`src/rtl/uart_fifo_mmio_if.sv`:
```
// uart_fifo_mmio_if: CPU data-bus port of the memory-mapped UART
interface uart_fifo_mmio_if;
   logic [31:0] memAddress;
   logic [31:0] memWriteData;
   logic        memWrite;
   logic        memRead;
   logic [3:0]  byteMask;
   logic [31:0] memReadData;
   modport master (output memAddress, memWriteData, memWrite, memRead, byteMask, input memReadData);
   modport slave (input memAddress, memWriteData, memWrite, memRead, byteMask, output memReadData);
endinterface

```
`src/rtl/uart_fifo_mmio.sv`:
```
// uart_fifo_mmio: memory-mapped 8N1 UART with TX/RX FIFOs, runtime baud divisor and level interrupt
module uart_fifo_mmio #(
   parameter logic [31:0] BASE_ADDR       = 32'hFFFF_FFE0,
   parameter int          TX_DEPTH        = 16,
   parameter int          RX_DEPTH        = 16,
   parameter logic [15:0] CLK_DIV_DEFAULT = 16'd5
) (
   input  logic           clk,
   input  logic           reset,
   uart_fifo_mmio_if.slave bus,
   output logic           uart_tx,
   input  logic           uart_rx,
   output logic           irq
);
   localparam int TAW = $clog2(TX_DEPTH);
   localparam int RAW = $clog2(RX_DEPTH);
   typedef enum logic [1:0] {S_IDLE, S_START, S_DATA, S_STOP} state_e;
   logic [31:0] off, wmask, status, ctrl_d, ctrl_q, rdata_d, rdata_q;
   logic [15:0] baud_q, div_q;
   logic [1:0]  sel;
   logic        hit, wr, rd, tick, irq_q;
   logic [2:0]  flags_q, flags_d, flags_clr;
   logic [7:0]     tx_mem_q [TX_DEPTH];
   logic [TAW-1:0] tx_wp_q, tx_rp_q;
   logic [TAW:0]   tx_cnt_q;
   logic           tx_full, tx_empty, tx_push_req, tx_push, tx_pop, tx_busy, tx_line_q;
   state_e         tx_st_q;
   logic [3:0]     tx_tk_q;
   logic [2:0]     tx_bit_q;
   logic [7:0]     tx_sh_q;
   logic [7:0]     rx_mem_q [RX_DEPTH];
   logic [RAW-1:0] rx_wp_q, rx_rp_q;
   logic [RAW:0]   rx_cnt_q;
   logic           rx_full, rx_empty, rx_push_req, rx_push, rx_pop, rx_stop, rx_s, rx_prev_q;
   logic [1:0]     rx_sync_q;
   state_e         rx_st_q;
   logic [3:0]     rx_tk_q;
   logic [2:0]     rx_bit_q;
   logic [7:0]     rx_sh_q;
   assign off   = bus.memAddress - BASE_ADDR;
   assign hit   = off < 32'd16;
   assign sel   = bus.memAddress[3:2];
   assign wr    = hit & bus.memWrite;
   assign rd    = hit & bus.memRead;
   assign tick  = baud_q == div_q;
   assign wmask = {{8{bus.byteMask[3]}}, {8{bus.byteMask[2]}}, {8{bus.byteMask[1]}}, {8{bus.byteMask[0]}}};
   assign tx_full     = tx_cnt_q == (TAW+1)'(TX_DEPTH);
   assign tx_empty    = tx_cnt_q == '0;
   assign tx_busy     = tx_st_q != S_IDLE;
   assign tx_push_req = wr && sel == 2'd0 && bus.byteMask[0];
   assign tx_pop      = tx_st_q == S_IDLE && ctrl_q[0] && !tx_empty;
   assign tx_push     = tx_push_req && (!tx_full || tx_pop);
   assign rx_full     = rx_cnt_q == (RAW+1)'(RX_DEPTH);
   assign rx_empty    = rx_cnt_q == '0;
   assign rx_s        = rx_sync_q[1];
   assign rx_stop     = ctrl_q[1] && rx_st_q == S_STOP && tick && rx_tk_q == 4'd15;
   assign rx_push_req = rx_stop & rx_s;
   assign rx_pop      = rd && sel == 2'd0 && !rx_empty;
   assign rx_push     = rx_push_req && (!rx_full || rx_pop);
   assign flags_clr = (wr && sel == 2'd1 && bus.byteMask[0]) ? bus.memWriteData[7:5] : 3'b0;
   // flags_q = {TX_OVF, FRAME_ERR, RX_OVR}; a same-cycle event wins over its clear
   assign flags_d = (flags_q & ~flags_clr) | {tx_push_req & ~tx_push, rx_stop & ~rx_s, rx_push_req & ~rx_push};
   assign status  = {8'h0, 8'(rx_cnt_q), 8'(tx_cnt_q), flags_q, rx_full, !rx_empty, tx_empty, tx_full, tx_busy};
   assign ctrl_d  = (wr && sel == 2'd2) ? ((ctrl_q & ~wmask) | (bus.memWriteData & wmask)) & 32'hFFFF_000F : ctrl_q;
   assign rdata_d = !rd ? '0 :
                    sel == 2'd0 ? (rx_empty ? '0 : {23'b0, 1'b1, rx_mem_q[rx_rp_q]}) :
                    sel == 2'd1 ? status :
                    sel == 2'd2 ? ctrl_q : '0;
   assign bus.memReadData = rdata_q;
   assign uart_tx = tx_line_q;
   assign irq     = irq_q;
   always_ff @(posedge clk) begin
      if (tx_push) tx_mem_q[tx_wp_q] <= bus.memWriteData[7:0];
      if (rx_push) rx_mem_q[rx_wp_q] <= rx_sh_q;
   end
   always_ff @(posedge clk) begin
      if (!reset) begin
         ctrl_q   <= {CLK_DIV_DEFAULT, 12'h0, 4'b0011};
         rdata_q  <= '0;
         flags_q  <= '0;
         irq_q    <= 1'b0;
         baud_q   <= '0;
         div_q    <= CLK_DIV_DEFAULT;
         tx_wp_q  <= '0;
         tx_rp_q  <= '0;
         tx_cnt_q <= '0;
         rx_wp_q  <= '0;
         rx_rp_q  <= '0;
         rx_cnt_q <= '0;
      end else begin
         ctrl_q   <= ctrl_d;
         rdata_q  <= rdata_d;
         flags_q  <= flags_d;
         irq_q    <= (ctrl_q[2] & !rx_empty) | (ctrl_q[3] & tx_empty & !tx_busy);
         baud_q   <= tick ? '0 : baud_q + 16'd1;
         // a new divisor is only picked up when the current tick period ends
         if (tick) div_q <= ctrl_q[31:16];
         if (tx_push) tx_wp_q <= tx_wp_q + TAW'(1);
         if (tx_pop) tx_rp_q <= tx_rp_q + TAW'(1);
         tx_cnt_q <= tx_cnt_q + (TAW+1)'(tx_push) - (TAW+1)'(tx_pop);
         if (rx_push) rx_wp_q <= rx_wp_q + RAW'(1);
         if (rx_pop) rx_rp_q <= rx_rp_q + RAW'(1);
         rx_cnt_q <= rx_cnt_q + (RAW+1)'(rx_push) - (RAW+1)'(rx_pop);
      end
   end
   always_ff @(posedge clk) begin
      if (!reset) begin
         tx_st_q   <= S_IDLE;
         tx_line_q <= 1'b1;
         tx_tk_q   <= '0;
         tx_bit_q  <= '0;
         tx_sh_q   <= '0;
      end else begin
         case (tx_st_q)
            S_IDLE: if (tx_pop) begin
               tx_st_q   <= S_START;
               tx_line_q <= 1'b0;
               tx_tk_q   <= '0;
               tx_sh_q   <= tx_mem_q[tx_rp_q];
            end
            S_START: if (tick) begin
               tx_tk_q <= tx_tk_q + 4'd1;
               if (tx_tk_q == 4'd15) begin
                  tx_st_q   <= S_DATA;
                  tx_line_q <= tx_sh_q[0];
                  tx_bit_q  <= '0;
               end
            end
            S_DATA: if (tick) begin
               tx_tk_q <= tx_tk_q + 4'd1;
               if (tx_tk_q == 4'd15) begin
                  tx_sh_q   <= tx_sh_q >> 1;
                  tx_line_q <= tx_sh_q[1];
                  tx_bit_q  <= tx_bit_q + 3'd1;
                  if (tx_bit_q == 3'd7) begin
                     tx_st_q   <= S_STOP;
                     tx_line_q <= 1'b1;
                  end
               end
            end
            S_STOP: if (tick) begin
               tx_tk_q <= tx_tk_q + 4'd1;
               if (tx_tk_q == 4'd15) tx_st_q <= S_IDLE;
            end
            default: tx_st_q <= S_IDLE;
         endcase
      end
   end
   always_ff @(posedge clk) begin
      if (!reset) begin
         rx_sync_q <= 2'b11;
         rx_prev_q <= 1'b1;
         rx_st_q   <= S_IDLE;
         rx_tk_q   <= '0;
         rx_bit_q  <= '0;
         rx_sh_q   <= '0;
      end else begin
         rx_sync_q <= {rx_sync_q[0], uart_rx};
         rx_prev_q <= rx_s;
         if (!ctrl_q[1]) rx_st_q <= S_IDLE;
         else case (rx_st_q)
            S_IDLE: if (rx_prev_q && !rx_s) begin
               rx_st_q <= S_START;
               rx_tk_q <= '0;
            end
            S_START: if (tick) begin
               rx_tk_q <= rx_tk_q + 4'd1;
               if (rx_tk_q == 4'd7) begin
                  rx_st_q  <= rx_s ? S_IDLE : S_DATA;
                  rx_tk_q  <= '0;
                  rx_bit_q <= '0;
               end
            end
            S_DATA: if (tick) begin
               rx_tk_q <= rx_tk_q + 4'd1;
               if (rx_tk_q == 4'd15) begin
                  rx_sh_q  <= {rx_s, rx_sh_q[7:1]};
                  rx_bit_q <= rx_bit_q + 3'd1;
                  if (rx_bit_q == 3'd7) rx_st_q <= S_STOP;
               end
            end
            S_STOP: if (tick) begin
               rx_tk_q <= rx_tk_q + 4'd1;
               if (rx_tk_q == 4'd15) rx_st_q <= S_IDLE;
            end
            default: rx_st_q <= S_IDLE;
         endcase
      end
   end
endmodule
```
`src/flat_wrapper.sv`:
```
// flat-port wrapper written by rule: the top's interface ports become plain ports
module uart_fifo_mmio_flat 
#(
   parameter logic [31:0] BASE_ADDR       = 32'hFFFF_FFE0,
   parameter int          TX_DEPTH        = 16,
   parameter int          RX_DEPTH        = 16,
   parameter logic [15:0] CLK_DIV_DEFAULT = 16'd5
)
  (clk, reset, uart_tx, uart_rx, irq, bus_memAddress, bus_memWriteData, bus_memWrite, bus_memRead, bus_byteMask, bus_memReadData);
  uart_fifo_mmio_if bus_i ();
  input  logic clk;
  input  logic reset;
  output logic uart_tx;
  input  logic uart_rx;
  output logic irq;
  input wire logic [$bits(bus_i.memAddress)-1:0] bus_memAddress;
  input wire logic [$bits(bus_i.memWriteData)-1:0] bus_memWriteData;
  input wire logic [$bits(bus_i.memWrite)-1:0] bus_memWrite;
  input wire logic [$bits(bus_i.memRead)-1:0] bus_memRead;
  input wire logic [$bits(bus_i.byteMask)-1:0] bus_byteMask;
  output wire logic [$bits(bus_i.memReadData)-1:0] bus_memReadData;
  assign bus_i.memAddress = bus_memAddress;
  assign bus_i.memWriteData = bus_memWriteData;
  assign bus_i.memWrite = bus_memWrite;
  assign bus_i.memRead = bus_memRead;
  assign bus_i.byteMask = bus_byteMask;
  assign bus_memReadData = bus_i.memReadData;
  uart_fifo_mmio #(.BASE_ADDR(BASE_ADDR), .TX_DEPTH(TX_DEPTH), .RX_DEPTH(RX_DEPTH), .CLK_DIV_DEFAULT(CLK_DIV_DEFAULT)) u_core (.clk(clk), .reset(reset), .bus(bus_i), .uart_tx(uart_tx), .uart_rx(uart_rx), .irq(irq));
endmodule
```
`config.mk`:
```
export PLATFORM = sky130hd
export DESIGN_NAME = uart_fifo_mmio_flat
export DESIGN_NICKNAME = d
export VERILOG_FILES = /design/src/rtl/uart_fifo_mmio_if.sv /design/src/rtl/uart_fifo_mmio.sv /design/src/flat_wrapper.sv
export SDC_FILE = /design/constraint.sdc
export NUM_CORES = 1
export LEC_CHECK = 0
export CAP_MARGIN = 25
export CORE_MARGIN = 5
export CORE_UTILIZATION = 40
export CTS_CLUSTER_SIZE = 12
export DETAILED_ROUTE_END_ITERATION = 16
export GPL_ROUTABILITY_DRIVEN = 0
export SYNTH_ARGS = -nofsm -noshare
export SYNTH_HDL_FRONTEND = slang
export SYNTH_SLANG_ARGS = --single-unit
```
`constraint.sdc`:
```
create_clock -name clk -period 6.5 [get_ports clk]
set_input_delay 0.65 -clock clk [delete_from_list [all_inputs] [get_ports clk]]
set_output_delay 0.65 -clock clk [all_outputs]
set_load 0.02 [all_outputs]
```
Word level (Yosys, flattened, before mapping)

Memory sizes are Yosys's and may differ from the RTL's. A register that Yosys moved wholly into a read port is not among the register bits.
Index checks and enable logic that the tools add are counted.

Add/subtract/negate cells: 14
Order comparisons: 1
Eq/ne operators: 34
Mux-type cells: 61
Bitwise logic cells: 21
Reduce and logical (&&, ||, !) cells: 47

Operator list:

| operator                 | count |
|---|---|
| $mux W32                 | 3 |
| $and A32 B32 Y32         | 2 |
| $mux W4                  | 10 |
| $mux W2                  | 17 |
| $ne A2 B1 Y1 const B     | 17 |
| $lt A32 B5 Y1 const B    | 1 |
| $not A32 Y32             | 1 |
| $or A32 B32 Y32          | 1 |
| $sub A32 B32 Y32 const B | 1 |
| $mux W3                  | 9 |
| $add A4 B1 Y4 const B    | 6 |
| $mux W8                  | 3 |
| $add A16 B1 Y16 const B  | 1 |
| $eq A16 B16 Y1           | 1 |
| $pmux W2 S4              | 2 |
| $pmux W8 S2              | 1 |
| $reduce_and A8 Y1        | 2 |
| $logic_and A1 B1 Y1      | 15 |
| $pmux W3 S2              | 2 |
| $pmux W4 S3              | 1 |
| $reduce_and A4 Y1        | 3 |
| $reduce_and A6 Y1        | 2 |
| $add A5 B1 Y5            | 2 |
| $eq A2 B2 Y1 const B     | 5 |
| 28 further kinds         | 70 |

Register bits: 152
Bits in writable memories: 256
Input bits: 73
Output and inout bits: 34
Logic and storage cells: 203
Memories: 2

Memories:

| memory          | words | bits a word | rd ports | clocked after Yosys merged registers in | write ports | line                 | text |
|---|---|---|---|---|---|---|---|
| u_core.rx_mem_q | 16    | 8           | 1        | 1                                       | 1           | uart_fifo_mmio.sv:31 | `logic [7:0] rx_mem_q [RX_DEPTH];` |
| u_core.tx_mem_q | 16    | 8           | 1        | 1                                       | 1           | uart_fifo_mmio.sv:23 | `logic [7:0] tx_mem_q [TX_DEPTH];` |

Depth between registers and ports, before layout

Gate-level depths: netlist of the first run.

Word-level depth: 10
Depth in mapped cells: 19
Gate-level depth less buffers: 18

Worst setup path before layout of the first run

Ideal clock, no wire load.

Kind: input to register
Start point: in bus_memAddress[5]
End point: reg u_core.rx_cnt_q[4]
Library setup time: 132 ps
Data arrival time: 3844 ps
Required time: 6368 ps
Setup slack: 2524 ps
Cell stages on the path: 18
Buffers on the path: 2
Cells stage by stage: ha_1 clkbuf_1 nand4_1 nor4_2 nand3_1 or3_4 a221oi_1 nand3_1 a21oi_1 buf_2 ha_1 inv_1 fa_1 inv_1 a21oi_1 nor2_1 or3_1 a21oi_1

Cells in the longest elaborated chain, start to end: 9

Ends and longest elaborated chain:

| what                             | line                  | text |
|---|---|---|
| from (decl)                      | flat_wrapper.sv:16    | `input wire logic [$bits(bus_i.memAddress)-1:0] bus_memAddress;` |
| $sub A32 B32 Y32                 | uart_fifo_mmio.sv:40  | `assign off = bus.memAddress - BASE_ADDR;` |
| $lt A32 B5 Y1                    | uart_fifo_mmio.sv:41  | `assign hit = off < 32'd16;` |
| $and A1 B1 Y1                    | uart_fifo_mmio.sv:44  | `assign rd = hit & bus.memRead;` |
| $logic_and A1 B1 Y1 (2 in a row) | uart_fifo_mmio.sv:58  | `assign rx_pop = rd && sel == 2'd0 && !rx_empty;` |
| $logic_or A1 B1 Y1               | uart_fifo_mmio.sv:59  | `assign rx_push = rx_push_req && (!rx_full \|\| rx_pop);` |
| $logic_and A1 B1 Y1              | uart_fifo_mmio.sv:59  |  |
| net u_core.rx_push               | uart_fifo_mmio.sv:34  | `logic rx_full, rx_empty, rx_push_req, rx_push, rx_pop, rx_stop, rx_s, rx_prev_q;` |
| $add A5 B1 Y5                    | uart_fifo_mmio.sv:103 | `rx_cnt_q <= rx_cnt_q + (RAW+1)'(rx_push) - (RAW+1)'(rx_pop);` |
| $sub A5 B1 Y5                    | uart_fifo_mmio.sv:103 |  |
| to (signal assigned)             | uart_fifo_mmio.sv:103 |  |
| to (decl)                        | uart_fifo_mmio.sv:33  | `logic [RAW:0] rx_cnt_q;` |

The timed path passes the listed nets, and every way through them passes these cells.
A chain may end at the register's enable or synchronous reset.

Worst setup path in the final report of the first run

Start point: in bus_memAddress[5]
End point: reg u_core.rx_cnt_q[4]

Cells in the longest elaborated chain, start to end: 9

Ends and longest elaborated chain:

| what                                 | line |
|---|---|
| $sub A32 B32 Y32 (*)                 | uart_fifo_mmio.sv:40 |
| $lt A32 B5 Y1 (*)                    | uart_fifo_mmio.sv:41 |
| $and A1 B1 Y1 (*)                    | uart_fifo_mmio.sv:44 |
| $logic_and A1 B1 Y1 (*) (2 in a row) | uart_fifo_mmio.sv:58 |
| net u_core.rx_pop                    | uart_fifo_mmio.sv:34 |
| $logic_or A1 B1 Y1                   | uart_fifo_mmio.sv:59 |
| $logic_and A1 B1 Y1                  | uart_fifo_mmio.sv:59 |
| $add A5 B1 Y5                        | uart_fifo_mmio.sv:103 |
| $sub A5 B1 Y5 (*)                    | uart_fifo_mmio.sv:103 |

Mark *: on every way through the listed nets, which the timed path passes. The rest lies on a longest branch.

==> results of run 1 <==
==> through the flow <==
| stage | hold WS [ps] | std cells | cell area [um^2] | util (%) | power, mW |
|---|---|---|---|---|---|
| 2_1_floorplan | 386 | 1286 | 17500 | - | 3.57 |
| 3_3_place_gp | 399 | 1920 | 19100 | 44.2 | 3.81 |
| 3_5_place_dp | 401 | 1920 | 19100 | 44.2 | 3.83 |
| 4_1_cts | 414 | 1997 | 20400 | 47.2 | 6.15 |
| 5_1_grt | 436 | 1997 | 20400 | 47.2 | 6.36 |
| 6_report | 412 | 1997 | 20400 | 47.2 | 6.07 |
==> area by class of cell <==
class                           instances  share of cell area [%]
Tap cell                              585                    3.59
Sequential cell                       413                    53.2
Clock buffer                           69                    6.07
Clock inverter                          8                   0.325
Inverter                               46                   0.847
Timing Repair Buffer                  111                    5.19
Multi-Input combinational cell        765                    30.8
==> registers in the layout (all words and copies together), names as in the netlist, 4 cells and up, named ones only <==
signal,count
u_core.rx_sh_q,8
u_core.tx_wp_q,4
u_core.tx_rp_q,4
u_core.rx_mem_q,128
u_core.baud_q,16
u_core.tx_tk_q,4
u_core.rx_rp_q,4
u_core.rx_wp_q,4
u_core.tx_sh_q,8
u_core.rx_tk_q,4
u_core.bus.memReadData,29
u_core.rx_cnt_q,5
u_core.tx_mem_q,128
u_core.tx_cnt_q,5
u_core.div_q,16
==> critical path: cells and delay by family <==
kind                     cells  cell delay (ps)
buffers and inverters        5              910
AND/OR/NAND/NOR              7             1610
AO/OA/AOI/OAI                3              590
adder cells (fa/ha/maj)      4             1110
==> worst paths after layout <==
path,cells past startpoint,startpoint,slack [ps],endpoint
hold reg to reg,1,u_core.rx_sync_q[0]$_SDFF_PN1_,410,u_core.rx_sync_q[1]$_SDFF_PN1_
setup / recovery,19,bus_memAddress[5],2050,u_core.rx_cnt_q[4]$_SDFF_PN0_
setup reg to reg,18,u_core.rx_cnt_q[2]$_SDFF_PN0_,2660,u_core.rx_cnt_q[4]$_SDFF_PN0_
hold / removal,1,u_core.rx_sync_q[0]$_SDFF_PN1_,410,u_core.rx_sync_q[1]$_SDFF_PN1_
==> cells by family after synthesis <==
logic type,Yosys count,synth area share [%]
simple gates,417,12.4
flops,413,61.8
mux,137,13.5
compound gates,122,4.58
buf+inv,108,2.40
xor+xnor,45,2.25
fa+ha+maj,41,3.01
other cells,1,0.0214
==> cells in the final DEF (no fill, tap or decap), drive strengths merged, types with 6 or more instances in the layout <==
cell type      count
and4              10
nand2b            10
dfxtp            157
clkbuf            69
xnor2             12
a211oi             9
o21ai             23
nor3b              8
mux4              80
clkdlybuf4s50     91
ha                39
a31oi              8
nor2b              8
a22oi             16
nand3             33
o31ai              7
nor2             129
xor2              33
and2              23
nand2             85
nand4             25
nor4              25
nor3              19
mux2i             56
and3              21
a21oi             32
buf               20
edfxtp           256
or3               10
inv               47
a21o               6
==> power by group <==
part	leakage (nW)	switching (mW)	internal (mW)
clock	0.624	0.968	1.34
combinational	2.76	0.486	0.403
sequential	3.61	0.0505	2.83
==> layer usage <==
layer / track usage (%) / vias to the layer above / part of all wire (%)
met4: 3.47 / 0 / 1.4
met5: 0 / - / 0
met2: 25.6 / 266 / 46
met1: 23.6 / 5303 / 46
met3: 3.78 / 48 / 6.3
li1: - / 5010 / -
==> results.txt, run 1 <==
f_max: 0.225 GHz
Fin. Hold Viols: 0
largest net degree at the start of global routing: 49
slack of the critical path: 2050 ps
Distinct cells, synth: 63
IO Pins: 107
htree depth: 2
fin. max-slew vios: 0
Via density: 5.32
Main synth FF type: edfxtp_1
Die Span Y: 219 um
CTS Hold Bufs: 0
TritonCTS Sinks: 413
vias in the first global route: 10706
layout cells sized above 1: 11.9%
Clock transition at path regs: 60 ps
Synth area leaders: edfxtp_1 (44%), dfxtp_1 (18%), mux4_2 (10%)
Rows: 76
worst-path cell chain: clkdlybuf4s50_1, ha_1, nand4_1, nor4_2, nand3_1, or3_4, a221oi_1, nand3_1, inv_1, ha_1, inv_1, ha_1, inv_1, fa_1, inv_1, a21oi_1, nor2_1, or3_1, a21oi_1
Worst Path Arrival: 4860 ps
post_cts resized: 0
WL per Instance: 19.7 um
Setup Viol. Count Final: 0
Initial DRC Count: 1024
setup TNS: 0 ps
initial antenna violation count: 0
global-route wire length before repair: 61100 um
Yosys top cell by area: edfxtp_1
# fillers: 3812
Critical Path End Type: flop
Syn Inst Count: 1284
min cycle time layout: 4450 ps
register area: 0.0108 mm^2
Post-synth top cells: edfxtp_1 (256), dfxtp_1 (157), nor2_1 (129), nand2_1 (84), mux4_2 (80)
Critical Path Max Stage Delay: 590 ps
Root Buffer: clkbuf_16
die area: 0.0481 mm^2
critical-path maximum fanout: 7
unrepaired setup endpoints after global routing: false
GRT Util Overall: 16.4%
most common cell in the netlist: edfxtp_1
area added between synthesis and finish: 16.3%
routed vias: 10627
drt total wl: 39400 um
worst-margin pin slew: 926 ps
Slowest-stage cell, CP: clkdlybuf4s50_1
Async SR Flop Fraction: 0%
final clock skew: 18.1 ps
run status: finished clean
Max Cap Viol: 0
DRC: 0
slew margin rel.: 37.8%
startpoint types: input pin
clk buf depth: 3
remaining antenna violation count: 0
clock latency on the worst-skew pair: 560 ps
Power per Cell Area: 298 mW/mm^2
Yosys top cell area share: 43.9%
type of the worst setup path: input pin to flop
HPWL after detailed placement: 26500 um
Crit path top cell by count: inv_1
HP Class: flop to flop
port buffer count: 92
die width: 219 um
post-CTS setup buffers: 0
ANT cells: 0
Avg Cell Area, Syn: 13.6 um^2
area of the core: 0.0432 mm^2
synthesized area: 0.0175 mm^2
EDFF count, synth: 256
nets: 1495
#FFs+latches synth: 413
Initial DRT Pass Iterations: 5
Yosys Warn Count: 0
CTS tree: built
Starting Density: 40.6%
CTS buffer count: 44
LEAKAGE: 6.99 nW
pre-CTS setup slack: 1550 ps
CP required: 6920 ps
worst vdd rail ir drop: 0.171 mV
period utilization: 68.4%
gr ovfl total: 0
multi-input logic area: 0.00628 mm^2
sequential share of the synthesized area: 61.8%
Note: power is estimated with default switching activity, not from simulation.
==> run 2: changes to the inputs <==
==> constraint.sdc (replaced) <==
create_clock -name clk -period 3.9 [get_ports clk]
set_input_delay 0.39 -clock clk [delete_from_list [all_inputs] [get_ports clk]]
set_output_delay 0.39 -clock clk [all_outputs]
set_load 0.02 [all_outputs]
==> run 2 against run 1 <==
Clock skew increased by 8.6 ps. Wire length up 0.79%. Non-clock buffer count grew 88. Hold slack worse by 64 ps. Flip-flop and latch count stayed put. Core utilization is 1.7 points higher. Sequential share of layout area fell by 1.9 points. Clock power rose by 68%. Global-route usage barely moved. Final area increased by 3.6%. Final cell count increased by 4.5%. Critical path type unchanged. Critical endpoint unchanged. Highest routed layer is now met5.
==> results.txt, run 2 (synthesis gave the netlist of run 1 again) <==
HP Class: input pin to flop
CTS tree: built
HPWL after detailed placement: 27100 um (+2.4%)
post_cts resized: 0 (unchanged)
htree depth: 2 (unchanged)
Die Span Y: 219 um (unchanged)
critical-path maximum fanout: 6 (-1)
CP required: 4310 ps (-2610 ps)
# fillers: 3821 (+0.24%)
post-layout util: 48.9% (+1.7 points)
f_max: 0.277 GHz
final clock skew: 26.8 ps (+8.63 ps)
Crit path top cell by count: inv_1
Slowest-stage cell, CP: clkdlybuf4s50_1
GRT Util Overall: 16.4% (about the same)
vias in the first global route: 10975 (+2.5%)
port buffer count: 92 (unchanged)
origin of the critical flop-to-flop path: u_core.rx_cnt_q[2]$_SDFF_PN0_
die width: 219 um (unchanged)
initial antenna violation count: 2 (+2)
CTS Hold Bufs: 0 (unchanged)
unrepaired setup endpoints after global routing: false
run status: finished clean
period utilization: 92.6%
type of the worst setup path: input pin to flop
remaining antenna violation count: 0 (unchanged)
largest net degree at the start of global routing: 41 (-16%)
IO Pins: 107 (unchanged)
layout cells sized above 1: 17.7% (+5.8 points)
gr ovfl total: 0 (unchanged)
commonest cells after routing, fill and taps aside: edfxtp_1 (256), dfxtp_1 (155), nor2_1 (129)
worst vdd rail ir drop: 0.345 mV (+100%)
Via density: 5.22 (-2.0%)
nets: 1582 (+5.8%)
min cycle time layout: 3610 ps
Worst Path Arrival: 4020 ps (-840 ps)
Rows: 76 (unchanged)
die area: 0.0481 mm^2 (unchanged)
Hold Slack: 348 ps (-64.2 ps)
area of the core: 0.0432 mm^2 (unchanged)
LEAKAGE: 7.48 nW (+7.0%)
fin. max-slew vios: 0 (unchanged)
clk buf depth: 3 (unchanged)
area added between synthesis and finish: 20.5%
Setup Viol. Count Final: 0 (unchanged)
Cell Count, Final, Fillers Out: 2086 (+4.5%)
min-delay src: reset
Starting Density: 40.6% (unchanged)
WL per Instance: 19.0 um (-3.5%)
drt total wl: 39700 um (+0.79%)
CTS buffer count: 43 (-2.3%)
TritonCTS Sinks: 413 (unchanged)
Root Buffer: clkbuf_16
DRC: 0 (unchanged)
Max Cap Viol: 0 (unchanged)
routed vias: 10884 (+2.4%)
Fin. Hold Viols: 0 (unchanged)
clock latency on the worst-skew pair: 550 ps (about the same)
commonest non-fill, non-tap cell in the layout: edfxtp_1
Initial DRT Pass Iterations: 5 (unchanged)
total power draw: 10.2 mW (+68%)
Power per Cell Area: 482 mW/mm^2 (+62%)
Initial DRC Count: 904 (-12%)
slew margin rel.: 44.6% (+6.8 points)
worst-path cell chain: clkdlybuf4s50_1, nand4_4, buf_4, nor4_1, buf_4, xnor2_1, nand2b_1, a221oi_1, nand3_1, inv_1, ha_1, inv_1, ha_1, inv_1, fa_1, inv_1, a21oi_1, nor2_1, or3_1, a21oi_1
CP startpoint: bus_memAddress[8]
Critical Path Max Stage Delay: 640 ps (+50 ps)
Critical Path End Type: flop
startpoint types: input pin
post-CTS setup buffers: 0 (unchanged)
Clock transition at path regs: 60 ps (about the same)
global-route wire length before repair: 61900 um (+1.2%)
worst-margin pin slew: 830 ps (-96.4 ps)
Cells after DPL: 2008 (+4.6%)
-- run 2: cell count changes in the layout (fill, tap and decap cells not counted), sizes merged --
cell / previous run / this run
buf: 20 / 108
clkinv: 5 / 7
bufinv: 1 / 0
clkbuf: 69 / 70
clkinvlp: 1 / 0
diode: 0 / 1
inv: 47 / 46
-- run 2: area by class of cell --
type                       instances  area (um^2)  share of cell area (%)
inverter                          46          173                   0.818
sequential                       413        10800                    51.3
clock inverter                     7         35.0                   0.166
timing repair buffer             199         1770                    8.38
antenna                            1         2.50                  0.0119
multi-input combinational        765         6280                    29.7
tap                              585          732                    3.47
clock buffer                      70         1290                    6.12
-- run 2: critical path, delay by kind of cell --
| family | cells | cell delay, ps |
|---|---|---|
| buffers and inverters | 7 | 1280 |
| and+or+nand+nor | 6 | 970 |
| adders and majority gates | 3 | 750 |
| AOI/OAI and AO/OA | 3 | 480 |
| xor gates and xnor gates | 1 | 140 |
-- run 2: path summary, 6_finish.rpt --
path / slack, ps / to / depth (start not counted)
worst max-delay path: 290 / u_core.rx_cnt_q[4]$_SDFF_PN0_ / 20
worst max register to register: 690 / u_core.rx_cnt_q[4]$_SDFF_PN0_ / 20
worst min register to register: 410 / u_core.rx_sync_q[1]$_SDFF_PN1_ / 1
worst min-delay path: 350 / u_core.uart_tx$_SDFFE_PN1P_ / 2
-- run 2: report_power, final --
part           switching [mW]  total [mW]  internal, mW
combinational           0.809        1.52         0.709
sequential             0.0854        4.79          4.71
clock                    1.62        3.87          2.25
-- run 2: metrics by stage --
step                setup TNS [ps]  setup WS [ps]  cell area (um^2)
finish                           0            290             21100
global route                     0           30.9             21100
CTS                              0            352             21100
detailed placement            -464           -194             19800
global placement              -356           -198             19800
floorplan                        0            184             17500
-- run 2: layer usage --
layer / global-route usage [%] / up-vias / part of all wire [%]
met5: 0 / - / 0.028
met3: 2.95 / 56 / 5.4
met2: 25.6 / 274 / 45
met4: 4.29 / 2 / 2.1
met1: 23.8 / 5367 / 47
li1: - / 5185 / -
